### src/rtl/sc_config_pkg.sv
// Shared definitions for the scan-converter configuration register bank.
// Provides the register word type, the read value returned for unmapped
// addresses, the CTRL register bit positions, and the byte-lane merge
// helper used by every writable register.
package sc_config_pkg;

   localparam int          REG_W        = 32;
   localparam logic [31:0] BAD_READ     = 32'hBAD0C0DE;
   localparam int          CTRL_ARM_BIT = 0;
   localparam int          CTRL_NOW_BIT = 1;

   typedef logic [REG_W-1:0] reg_word_t;

   // Take byte lane b from new_v where be[b] is set, otherwise keep old_v.
   function automatic reg_word_t be_merge(reg_word_t old_v, reg_word_t new_v, logic [3:0] be);
      reg_word_t r;
      for (int b = 0; b < 4; b++) begin
         r[8*b +: 8] = be[b] ? new_v[8*b +: 8] : old_v[8*b +: 8];
      end
      return r;
   endfunction

endpackage

### src/rtl/sc_config_regbank_if.sv
// Avalon-MM slave bus bundle for the configuration register bank.
//   address        word address (ADDR_W bits)
//   writedata      32-bit write data
//   byteenable     byte lanes for writes
//   write/read     access strobes, qualified by chipselect
//   readdata       registered read data (0 when readdatavalid is low)
//   readdatavalid  one-cycle pulse per read
//   waitrequest_n  slave never stalls (constant 1)
interface sc_config_regbank_if #(
   parameter int ADDR_W = 5
);
   import sc_config_pkg::*;

   logic [ADDR_W-1:0] address;
   reg_word_t         writedata;
   logic [3:0]        byteenable;
   logic              write;
   logic              read;
   logic              chipselect;
   reg_word_t         readdata;
   logic              readdatavalid;
   logic              waitrequest_n;

   modport master (
      output address, writedata, byteenable, write, read, chipselect,
      input  readdata, readdatavalid, waitrequest_n
   );

   modport slave (
      input  address, writedata, byteenable, write, read, chipselect,
      output readdata, readdatavalid, waitrequest_n
   );

endinterface

### src/rtl/sc_cfg_shadow_reg.sv
// One configuration word with an optional frame-synchronous shadow copy.
//   clk_i, rst_i  clock, asynchronous active-high reset
//   we, be, wdata byte-lane write into the pending copy
//   commit        copy pending -> active (shadowed words only)
//   pending_o     software-visible copy (what reads return)
//   active_o      copy driven to the video pipeline
// Unshadowed words have no separate active register: active follows pending.
module sc_cfg_shadow_reg
   import sc_config_pkg::*;
#(
   parameter reg_word_t RESET  = '0,
   parameter bit        SHADOW = 1'b0
) (
   input  logic      clk_i,
   input  logic      rst_i,
   input  logic      we,
   input  logic [3:0] be,
   input  reg_word_t wdata,
   input  logic      commit,
   output reg_word_t pending_o,
   output reg_word_t active_o
);

   reg_word_t pend_q, pend_d;

   always_comb begin
      pend_d = pend_q;
      if (we) pend_d = be_merge(pend_q, wdata, be);
   end

   always_ff @(posedge clk_i or posedge rst_i) begin
      if (rst_i) pend_q <= RESET;
      else       pend_q <= pend_d;
   end

   assign pending_o = pend_q;

   generate
      if (SHADOW) begin : g_shadow
         reg_word_t act_q;
         // Commit samples the pending value from before this edge, so a write
         // landing on the same edge stays pending for the next commit.
         always_ff @(posedge clk_i or posedge rst_i) begin
            if (rst_i)       act_q <= RESET;
            else if (commit) act_q <= pend_q;
         end
         assign active_o = act_q;
      end else begin : g_direct
         logic unused_commit;
         assign unused_commit = commit;
         assign active_o      = pend_q;
      end
   endgenerate

endmodule

### src/rtl/sc_config_regbank.sv
// Avalon-MM configuration/status register bank for the scan converter.
// Ports:
//   clk_i, rst_i  clock, asynchronous active-high reset
//   avalon_s      Avalon-MM slave (sc_config_regbank_if.slave)
//   status_i      N_STATUS read-only status words, sampled in the read cycle
//   vsync_i       frame sync level; its rising edge commits an armed update
//   event_i       one-cycle event pulses captured into sticky W1C bits
//   config_o      active configuration words
//   irq_o         registered OR of enabled sticky events
// Map: STATUS, CONFIG, then EVENT (W1C), IRQ_EN, CTRL (ARM bit0, NOW bit1).
module sc_config_regbank
   import sc_config_pkg::*;
#(
   parameter int                      N_STATUS    = 4,
   parameter int                      N_CONFIG    = 13,
   parameter int                      ADDR_W      = 5,
   parameter logic [32*N_CONFIG-1:0]  CFG_RESET   = '0,
   parameter logic [N_CONFIG-1:0]     SHADOW_MASK = '0,
   parameter int                      N_EVENT     = 8
) (
   input  logic                     clk_i,
   input  logic                     rst_i,
   sc_config_regbank_if.slave       avalon_s,
   input  logic [32*N_STATUS-1:0]   status_i,
   input  logic                     vsync_i,
   input  logic [N_EVENT-1:0]       event_i,
   output logic [32*N_CONFIG-1:0]   config_o,
   output logic                     irq_o
);

   localparam int        A_CFG   = N_STATUS;
   localparam int        A_EVENT = N_STATUS + N_CONFIG;
   localparam int        A_IRQEN = A_EVENT + 1;
   localparam int        A_CTRL  = A_EVENT + 2;
   localparam reg_word_t EV_MASK = reg_word_t'((64'h1 << N_EVENT) - 64'h1);

   logic [ADDR_W-1:0] addr;
   reg_word_t         wdata;
   logic [3:0]        be;
   logic              wr_acc, rd_acc;
   logic              wr_event, wr_irqen, wr_ctrl;

   assign addr  = avalon_s.address;
   assign wdata = avalon_s.writedata;
   assign be    = avalon_s.byteenable;

   assign wr_acc   = avalon_s.chipselect & avalon_s.write;
   assign rd_acc   = avalon_s.chipselect & avalon_s.read;
   assign wr_event = wr_acc && (addr == ADDR_W'(A_EVENT));
   assign wr_irqen = wr_acc && (addr == ADDR_W'(A_IRQEN));
   assign wr_ctrl  = wr_acc && (addr == ADDR_W'(A_CTRL));

   // Commit controller
   logic vsync_q, armed_q, armed_d;
   logic vsync_rise, arm_wr, now_wr, commit;

   assign vsync_rise = vsync_i & ~vsync_q;
   assign arm_wr     = wr_ctrl && be[0] && wdata[CTRL_ARM_BIT];
   assign now_wr     = wr_ctrl && be[0] && wdata[CTRL_NOW_BIT];
   // Only an already-armed request can commit on this rise; an ARM write in
   // the same cycle waits for the following rise.
   assign commit     = (armed_q & vsync_rise) | now_wr;

   always_comb begin
      armed_d = armed_q;
      if (commit) armed_d = 1'b0;
      if (arm_wr) armed_d = 1'b1;
   end

   // Config words
   reg_word_t cfg_pend [N_CONFIG];

   generate
      for (genvar k = 0; k < N_CONFIG; k++) begin : g_cfg
         logic we_k;
         assign we_k = wr_acc && (addr == ADDR_W'(A_CFG + k));
         sc_cfg_shadow_reg #(
            .RESET  (CFG_RESET[32*k +: 32]),
            .SHADOW (SHADOW_MASK[k])
         ) u_reg (
            .clk_i     (clk_i),
            .rst_i     (rst_i),
            .we        (we_k),
            .be        (be),
            .wdata     (wdata),
            .commit    (commit),
            .pending_o (cfg_pend[k]),
            .active_o  (config_o[32*k +: 32])
         );
      end
   endgenerate

   // Sticky events and interrupt; bits at N_EVENT and above are held at 0.
   reg_word_t sticky_q, sticky_d, irq_en_q, irq_en_d, ev_ext, ev_clr;
   logic      irq_q, irq_d;

   always_comb begin
      ev_ext               = '0;
      ev_ext[N_EVENT-1:0]  = event_i;
      ev_clr               = '0;
      if (wr_event) ev_clr = be_merge('0, wdata, be);
      // Set wins over a coincident clear.
      sticky_d = ((sticky_q & ~ev_clr) | ev_ext) & EV_MASK;
      irq_en_d = irq_en_q;
      if (wr_irqen) irq_en_d = be_merge(irq_en_q, wdata, be) & EV_MASK;
      irq_d    = |(sticky_q & irq_en_q);
   end

   // Read mux
   reg_word_t rmux, rdata_q, rdata_d;
   logic      rvld_q, rvld_d;

   always_comb begin
      rmux = BAD_READ;
      for (int i = 0; i < N_STATUS; i++) begin
         if (addr == ADDR_W'(i)) rmux = status_i[32*i +: 32];
      end
      for (int k = 0; k < N_CONFIG; k++) begin
         if (addr == ADDR_W'(A_CFG + k)) rmux = cfg_pend[k];
      end
      if (addr == ADDR_W'(A_EVENT)) rmux = sticky_q;
      if (addr == ADDR_W'(A_IRQEN)) rmux = irq_en_q;
      if (addr == ADDR_W'(A_CTRL)) begin
         rmux               = '0;
         rmux[CTRL_ARM_BIT] = armed_q;
      end
      rdata_d = rd_acc ? rmux : '0;
      rvld_d  = rd_acc;
   end

   always_ff @(posedge clk_i or posedge rst_i) begin
      if (rst_i) begin
         vsync_q  <= 1'b0;
         armed_q  <= 1'b0;
         sticky_q <= '0;
         irq_en_q <= '0;
         irq_q    <= 1'b0;
         rdata_q  <= '0;
         rvld_q   <= 1'b0;
      end else begin
         vsync_q  <= vsync_i;
         armed_q  <= armed_d;
         sticky_q <= sticky_d;
         irq_en_q <= irq_en_d;
         irq_q    <= irq_d;
         rdata_q  <= rdata_d;
         rvld_q   <= rvld_d;
      end
   end

   assign avalon_s.readdata      = rdata_q;
   assign avalon_s.readdatavalid = rvld_q;
   assign avalon_s.waitrequest_n = 1'b1;
   assign irq_o                  = irq_q;

endmodule

### src/flat_wrapper.sv
// flat-port wrapper written by rule: the top's interface ports become plain ports
module sc_config_regbank_flat import sc_config_pkg::*;
#(
   parameter int                      N_STATUS    = 4,
   parameter int                      N_CONFIG    = 13,
   parameter int                      ADDR_W      = 5,
   parameter logic [32*N_CONFIG-1:0]  CFG_RESET   = '0,
   parameter logic [N_CONFIG-1:0]     SHADOW_MASK = '0,
   parameter int                      N_EVENT     = 8
)
  (clk_i, rst_i, status_i, vsync_i, event_i, config_o, irq_o, avalon_s_address, avalon_s_writedata, avalon_s_byteenable, avalon_s_write, avalon_s_read, avalon_s_chipselect, avalon_s_readdata, avalon_s_readdatavalid, avalon_s_waitrequest_n);
  sc_config_regbank_if #(.ADDR_W(ADDR_W)) avalon_s_i ();
  input  logic clk_i;
  input  logic rst_i;
  input  logic [32*N_STATUS-1:0] status_i;
  input  logic vsync_i;
  input  logic [N_EVENT-1:0] event_i;
  output logic [32*N_CONFIG-1:0] config_o;
  output logic irq_o;
  input wire logic [$bits(avalon_s_i.address)-1:0] avalon_s_address;
  input wire logic [$bits(avalon_s_i.writedata)-1:0] avalon_s_writedata;
  input wire logic [$bits(avalon_s_i.byteenable)-1:0] avalon_s_byteenable;
  input wire logic [$bits(avalon_s_i.write)-1:0] avalon_s_write;
  input wire logic [$bits(avalon_s_i.read)-1:0] avalon_s_read;
  input wire logic [$bits(avalon_s_i.chipselect)-1:0] avalon_s_chipselect;
  output wire logic [$bits(avalon_s_i.readdata)-1:0] avalon_s_readdata;
  output wire logic [$bits(avalon_s_i.readdatavalid)-1:0] avalon_s_readdatavalid;
  output wire logic [$bits(avalon_s_i.waitrequest_n)-1:0] avalon_s_waitrequest_n;
  assign avalon_s_i.address = avalon_s_address;
  assign avalon_s_i.writedata = avalon_s_writedata;
  assign avalon_s_i.byteenable = avalon_s_byteenable;
  assign avalon_s_i.write = avalon_s_write;
  assign avalon_s_i.read = avalon_s_read;
  assign avalon_s_i.chipselect = avalon_s_chipselect;
  assign avalon_s_readdata = avalon_s_i.readdata;
  assign avalon_s_readdatavalid = avalon_s_i.readdatavalid;
  assign avalon_s_waitrequest_n = avalon_s_i.waitrequest_n;
  sc_config_regbank #(.N_STATUS(N_STATUS), .N_CONFIG(N_CONFIG), .ADDR_W(ADDR_W), .CFG_RESET(CFG_RESET), .SHADOW_MASK(SHADOW_MASK), .N_EVENT(N_EVENT)) u_core (.clk_i(clk_i), .rst_i(rst_i), .avalon_s(avalon_s_i), .status_i(status_i), .vsync_i(vsync_i), .event_i(event_i), .config_o(config_o), .irq_o(irq_o));
endmodule
### config.mk
export PLATFORM = sky130hd
export DESIGN_NAME = sc_config_regbank_flat
export DESIGN_NICKNAME = d
export VERILOG_FILES = /design/src/rtl/sc_config_pkg.sv /design/src/rtl/sc_config_regbank_if.sv /design/src/rtl/sc_cfg_shadow_reg.sv /design/src/rtl/sc_config_regbank.sv /design/src/flat_wrapper.sv
export SDC_FILE = /design/constraint.sdc
export NUM_CORES = 1
export LEC_CHECK = 0
export ABC_AREA = 1
export BUFFER_PORTS_ARGS = -buffer_cell sky130_fd_sc_hd__buf_2
export CAP_MARGIN = 20
export CORE_MARGIN = 3
export CORE_UTILIZATION = 45
export CTS_BUF_LIST = sky130_fd_sc_hd__clkbuf_4
export CTS_CLUSTER_SIZE = 28
export DETAILED_ROUTE_END_ITERATION = 8
export GPL_TIMING_DRIVEN = 1
export PLACE_DENSITY = 0.72
export SETUP_SLACK_MARGIN = 0.15
export SYNTH_ARGS = -nofsm -noshare
export SYNTH_HDL_FRONTEND = slang
export SYNTH_HIERARCHICAL = 1
export SYNTH_SLANG_ARGS = --single-unit
### constraint.sdc
create_clock -name clk_i -period 3 [get_ports clk_i]
set_input_delay 0.45 -clock clk_i [delete_from_list [all_inputs] [get_ports clk_i]]
set_output_delay 0.45 -clock clk_i [all_outputs]
set_load 0.05 [all_outputs]
======== After elaboration in Yosys (flattened, before gate mapping) ========
Cells that the tools add are included.
word-level totals
  input port bits ......................... 183
  flip-flop bits (word level) ............. 468
cells by class
  eq/ne operators ......................... 19
  bitwise logic cells ..................... 10
  multiplexer cells ....................... 25
  reduce and logical (&&, ||, !) cells .... 75
operators with widths
  operator                                              number
  2-to-1 mux 32 bit                                     21
  AND reduction 2 bit                                   53
  equality test 5 x 4 -> 1 bit (second input constant)  8
  OR reduction 32 bit                                   1
  equality test 5 x 3 -> 1 bit (second input constant)  4
  equality test 5 bit (second input constant)           4
  logical AND 1 bit                                     19
  bitwise AND 8 bit                                     2
  2-to-1 mux 8 bit                                      2
  equality test 5 x 2 -> 1 bit (second input constant)  2
  NOT 8 bit                                             1
  bitwise OR 8 bit                                      1
  equality test 5 x 1 -> 1 bit (second input constant)  1
  logical NOT 5 bit                                     1
  bitwise AND 1 bit                                     4
  2-to-1 mux 1 bit                                      2
  nonzero test 2 bit                                    1
  NOT 1 bit                                             1
  bitwise OR 1 bit                                      1

======== Logic depth before layout (Yosys ltp) ========
  word-level depth ........................ 22
  mapped depth ............................ 16

======== Hierarchy ========
The synthesis kept the hierarchy.
by module, submodules not included
  module             sequential area each (sq um)  instances  cells each  area each (sq um)
  sc_cfg_shadow_reg  800.8                         13         173         1535.2
  sc_config_regbank  1301.2                        1          1176        6449.9

======== Least setup slack after synthesis ========
Ideal clock, no wire load.
  path type ............................... input to register
  start point ............................. input port avalon_s_address[4]
  end point ............................... register u_core.g_cfg[11].u_reg.pend_q[0]
  slack ................................... 1.052 ns
  buffers on the path ..................... 2
  arrival ................................. 1.828 ns
  setup time .............................. 0.119 ns
  data required time ...................... 2.881 ns
  stages on the path ...................... 10
  cells stage by stage .................... inv_2 nand3_1 nor2_1 inv_1 clkbuf_1 nor2_1 buf_6 nand2_2 nand2_1 nand2_1
on the way
  cells in the longest elaborated chain, start to end .. 3
RTL lines
  element                          RTL line                 source
  start: declaration               flat_wrapper.sv:20       input wire logic [$bits(avalon_s_i.address)-1:0] avalon_s_address;
  equality test 5 x 4 -> 1 bit     sc_config_regbank.sv:76  assign we_k = wr_acc && (addr == ADDR_W'(A_CFG + k));
  logical AND 1 bit                sc_config_regbank.sv:76
  named net u_core.g_cfg[11].we_k  sc_config_regbank.sv:75  logic we_k;
  AND reduction 2 bit (no line)    --
  end signal: assignment           sc_cfg_shadow_reg.sv:33  else pend_q <= pend_d;
  end: declaration                 sc_cfg_shadow_reg.sv:24  reg_word_t pend_q, pend_d;
The timed path passes the listed nets, and every way through them passes these cells.
A chain may end at the register's enable or synchronous reset.

======== Final worst setup path ========
  start point ............................. input port avalon_s_read
  end point ............................... register u_core.rdata_q[31] (netlist: u_core/avalon_s.readdata[31])
on the way
  cells in the longest elaborated chain, start to end .. 2
RTL lines
  element                       RTL line                  source
  start: declaration            flat_wrapper.sv:24        input wire logic [$bits(avalon_s_i.read)-1:0] avalon_s_read;
  bitwise AND 1 bit             sc_config_regbank.sv:48   assign rd_acc = avalon_s.chipselect & avalon_s.read;
  named net u_core.rd_acc       sc_config_regbank.sv:40   logic wr_acc, rd_acc;
  2-to-1 mux 32 bit             sc_config_regbank.sv:127  rdata_d = rd_acc ? rmux : '0;
  named net u_core.rdata_d[31]  sc_config_regbank.sv:110  reg_word_t rmux, rdata_q, rdata_d;
  end signal: assignment        sc_config_regbank.sv:146  rdata_q <= rdata_d;
  end: declaration              sc_config_regbank.sv:110
The timed path passes the listed nets, and every way through them passes these cells.

==> flow_summary_export.csv <==
group,metric,value,unit
synthesis,ys_warn_count,6,
grt,busiest_layer,"met2",
route,drc,0,
synthesis,synth.area.top_cells,"dfrtp_1 (44%), nand2_1 (17%), buf_4 (12%)",
clock_tree,h-tree-depth,4,
sta,hold_viol,0,
layout,drive_gt1_frac,0.297,
die,core_region_area,57900,um^2
die,ios,634,
worst_hold_path,hold_class,"input port to register",
grt,grt_pass1_wl,151000,um
grt,grt.met2_usage,0.526,
sta,fmax,435,MHz
critical_path,ff2ff_setup_slack,1.04,ns
clock_tree,clk_latency,0.97,ns
grt,gr-total-overflow,0,
critical_path,crit_required,3.87,ns
synthesis,synthTopCellsByCount,"nand2_1 (1,170), dfrtp_1 (468), nand3_1 (460), buf_4 (419), nor2_1 (201)",
route,drt_wl_total,103000,um
critical_path,path_max_fanout,21,
synthesis,netlist_instances,3425,
clock_tree,post_cts_buffers,0,
grt,first_global_vias,23700,
synthesis,ys_async_sr_fraction,1.00,
power_and_ir_drop,powerDensity,590,nW/um^2
critical_path,cp-startpoint,"avalon_s_read",
critical_path,crit_type,"input port to register",
worst_hold_path,min_path_cells,4,
layout,final_core_util,0.511,
layout,fillCellCount,5722,
synthesis,ys.flop_type,"dfrtp_1",
layout,area_growth,12.0,%
sta,fin_crit_sh,0.766,
placement,dpl.cell_count,4337,
route,dr.pass1.iters,6,
die,dieArea,61600,um^2
grt,grt_util_all_layers,0.329,
synthesis,synth_seq_area_share,0.443,
grt,use_met3,0.0835,
critical_path,r2r_end,"u_core/avalon_s.readdata[14]",
synthesis,yosys.area.top_type,"dfrtp_1",
route,wl_per_cell,22.3,um
clock_tree,clockBufferDepth,3,
grt,grt_max_degree,118,
sta,slew_viol_final,0,
synthesis,syn-cell-area,26400,um^2
placement,port_buffers,632,
sta,worst-slew-pin-transition,1.13,ns
critical_path,cp-start-kind,"input port",
grt,grt_use_met1,0.415,
outcome,status,"complete, no violations",
sta,slew_headroom,0.247,
layout,stdcell_count,4627,
synthesis,yosys_register_bits,468,
clock_tree,numCtsBuffers,131,
die,die_h,248,um
power_and_ir_drop,irDropWorstVdd,0.325,mV
route,vias,24900,
die,initial_utilization,0.456,
critical_path,crit-reg2reg-launch,"u_core/g_cfg[0].u_reg/active_o[14]",
sta,rsz0062_at_grt,"no",
critical_path,arrival,3.17,ns
power_and_ir_drop,total_power,17.5,mW
synthesis,avgSynthCellArea,7.71,um^2
route,viasPerCell,5.37,
worst_hold_path,min-delay-start,"avalon_s_byteenable[0]",
clock_tree,root_buffer,"clkbuf_4",
route,drt_iter0_drc,2752,
sta,skew,0.0526,ns
critical_path,end_kind,"register",
grt,antenna_found_initial,3,
clock_tree,cts_sinks,468,
synthesis,synth_top_cell_area_share,0.443,
sta,fin_crit,2.30,ns
power_and_ir_drop,cellLeakagePower,17.1,nW
layout,fin_nets,3945,
synthesis,synth_most_common_cell,"nand2_1",
synthesis,syn_nets,3608,
sta,setup_tns,0,ns
clock_tree,cts_tree,"yes",
placement,gp_congestion,1.01,
synthesis,synth_edf_count,0,
sta,hold_slack,0.0987,ns
worst_hold_path,hold_path_end,"u_core/g_cfg[2].u_reg/active_o[6]",
sta,setup_violations,0,
die,rows,88,
critical_path,rr_worst_depth,8,
clock_tree,path_clk_slew,0.07,ns
synthesis,synth_cell_types,31,
job,maxCapViolations,0,
die,dieWidth,248,um
placement,hpwlAfterDp,77500,um
route,final_antenna_net_count,0,
[layer usage]
layer  part of all wire  wire length (um)  vias to the layer above
met5                  0                 0                        -
met4              0.052              5420                        0
met1               0.38             39100                    11700
met2               0.47             48400                     1544
met3               0.10             10400                      321
li1                   -                 -                    11300
[critical path, cell delays in order]
cell and delay, ns:
dlygate4sd3_1 0.54, buf_2 0.10, nand2_1 0.06, dlygate4sd3_1 0.59, inv_1 0.28, o21ai_0 0.26, buf_4 0.26, inv_1 0.11
buf_12 0.17, o21ai_0 0.12, nor3_1 0.23
[cell type report]
cell class	count	area, um^2	share of cell area
tap	765	957	0.0323
timing repair buffer	773	4570	0.155
antenna	2	5.00	0.000169
clock buffer	206	1550	0.0523
multi-input combinational	2254	10100	0.340
clock inverter	25	229	0.00774
inverter	134	503	0.0170
sequential	468	11700	0.396
[cell families (layout without fill, tap and decap cells)]
group | after synthesis | after routing | share of synthesized area
simple gates | 2147 | 2147 | 0.357
compound gates | 106 | 106 | 0.0218
buf+inv | 703 | 1138 | 0.178
other cells | 1 | 3 | 0.000142
flops | 468 | 468 | 0.443
[state kept, by name (all words and copies together) (netlist names)]
signal / cells
u_core/armed_q: 1
u_core/avalon_s.readdata: 32
u_core/avalon_s.readdatavalid: 1
u_core/g_cfg.u_reg/active_o: 416
u_core/irq_en_q: 8
u_core/irq_o: 1
u_core/sticky_q: 8
u_core/vsync_q: 1
[cells in the final DEF (no fill, tap or decap), types with 17 or more instances in the layout]
master            n
buf_4            73
nor2_1          186
or2_2           122
a21oi_1          22
o21ai_0          59
nand2_2          54
nor2_2           17
nand3_1         460
nand4_1          78
clkbuf_4        206
nand2_1        1170
inv_1           122
dfrtp_1         468
dlygate4sd3_1    56
buf_2           628
nor3_1           21
[stage by stage]
step	instance area [um^2]	worst slack, ns
3_3_place_gp	27200	0.0976
5_1_grt	29600	0.699
2_1_floorplan	26400	1.05
6_report	29600	0.701
4_1_cts	29600	0.701
3_5_place_dp	27200	0.0587
[worst max-delay path by stage]
stage,end,slack [ns],cells past startpoint
after floorplan,u_core/g_cfg[11].u_reg/active_o[0],1.05,10
after global placement,u_core/avalon_s.readdata[14],0.1,14
after detailed placement,u_core/avalon_s.readdata[14],0.06,14
after CTS,config_o[240],0.70,1
after global routing,config_o[49],0.70,1
final,u_core/avalon_s.readdata[31],0.70,11
[repair_timing]
item | 4_1_cts | 5_1_grt
hold endpoints to repair | 808 | 0
resized for setup | 0 | 0
hold buffers | 56 | 0
[where the power goes]
group	internal [mW]	switching, mW
Sequential	6.81	0.499
Clock	3.53	2.78
Combinational	0.800	3.04
(Power assumes the default switching activity.)
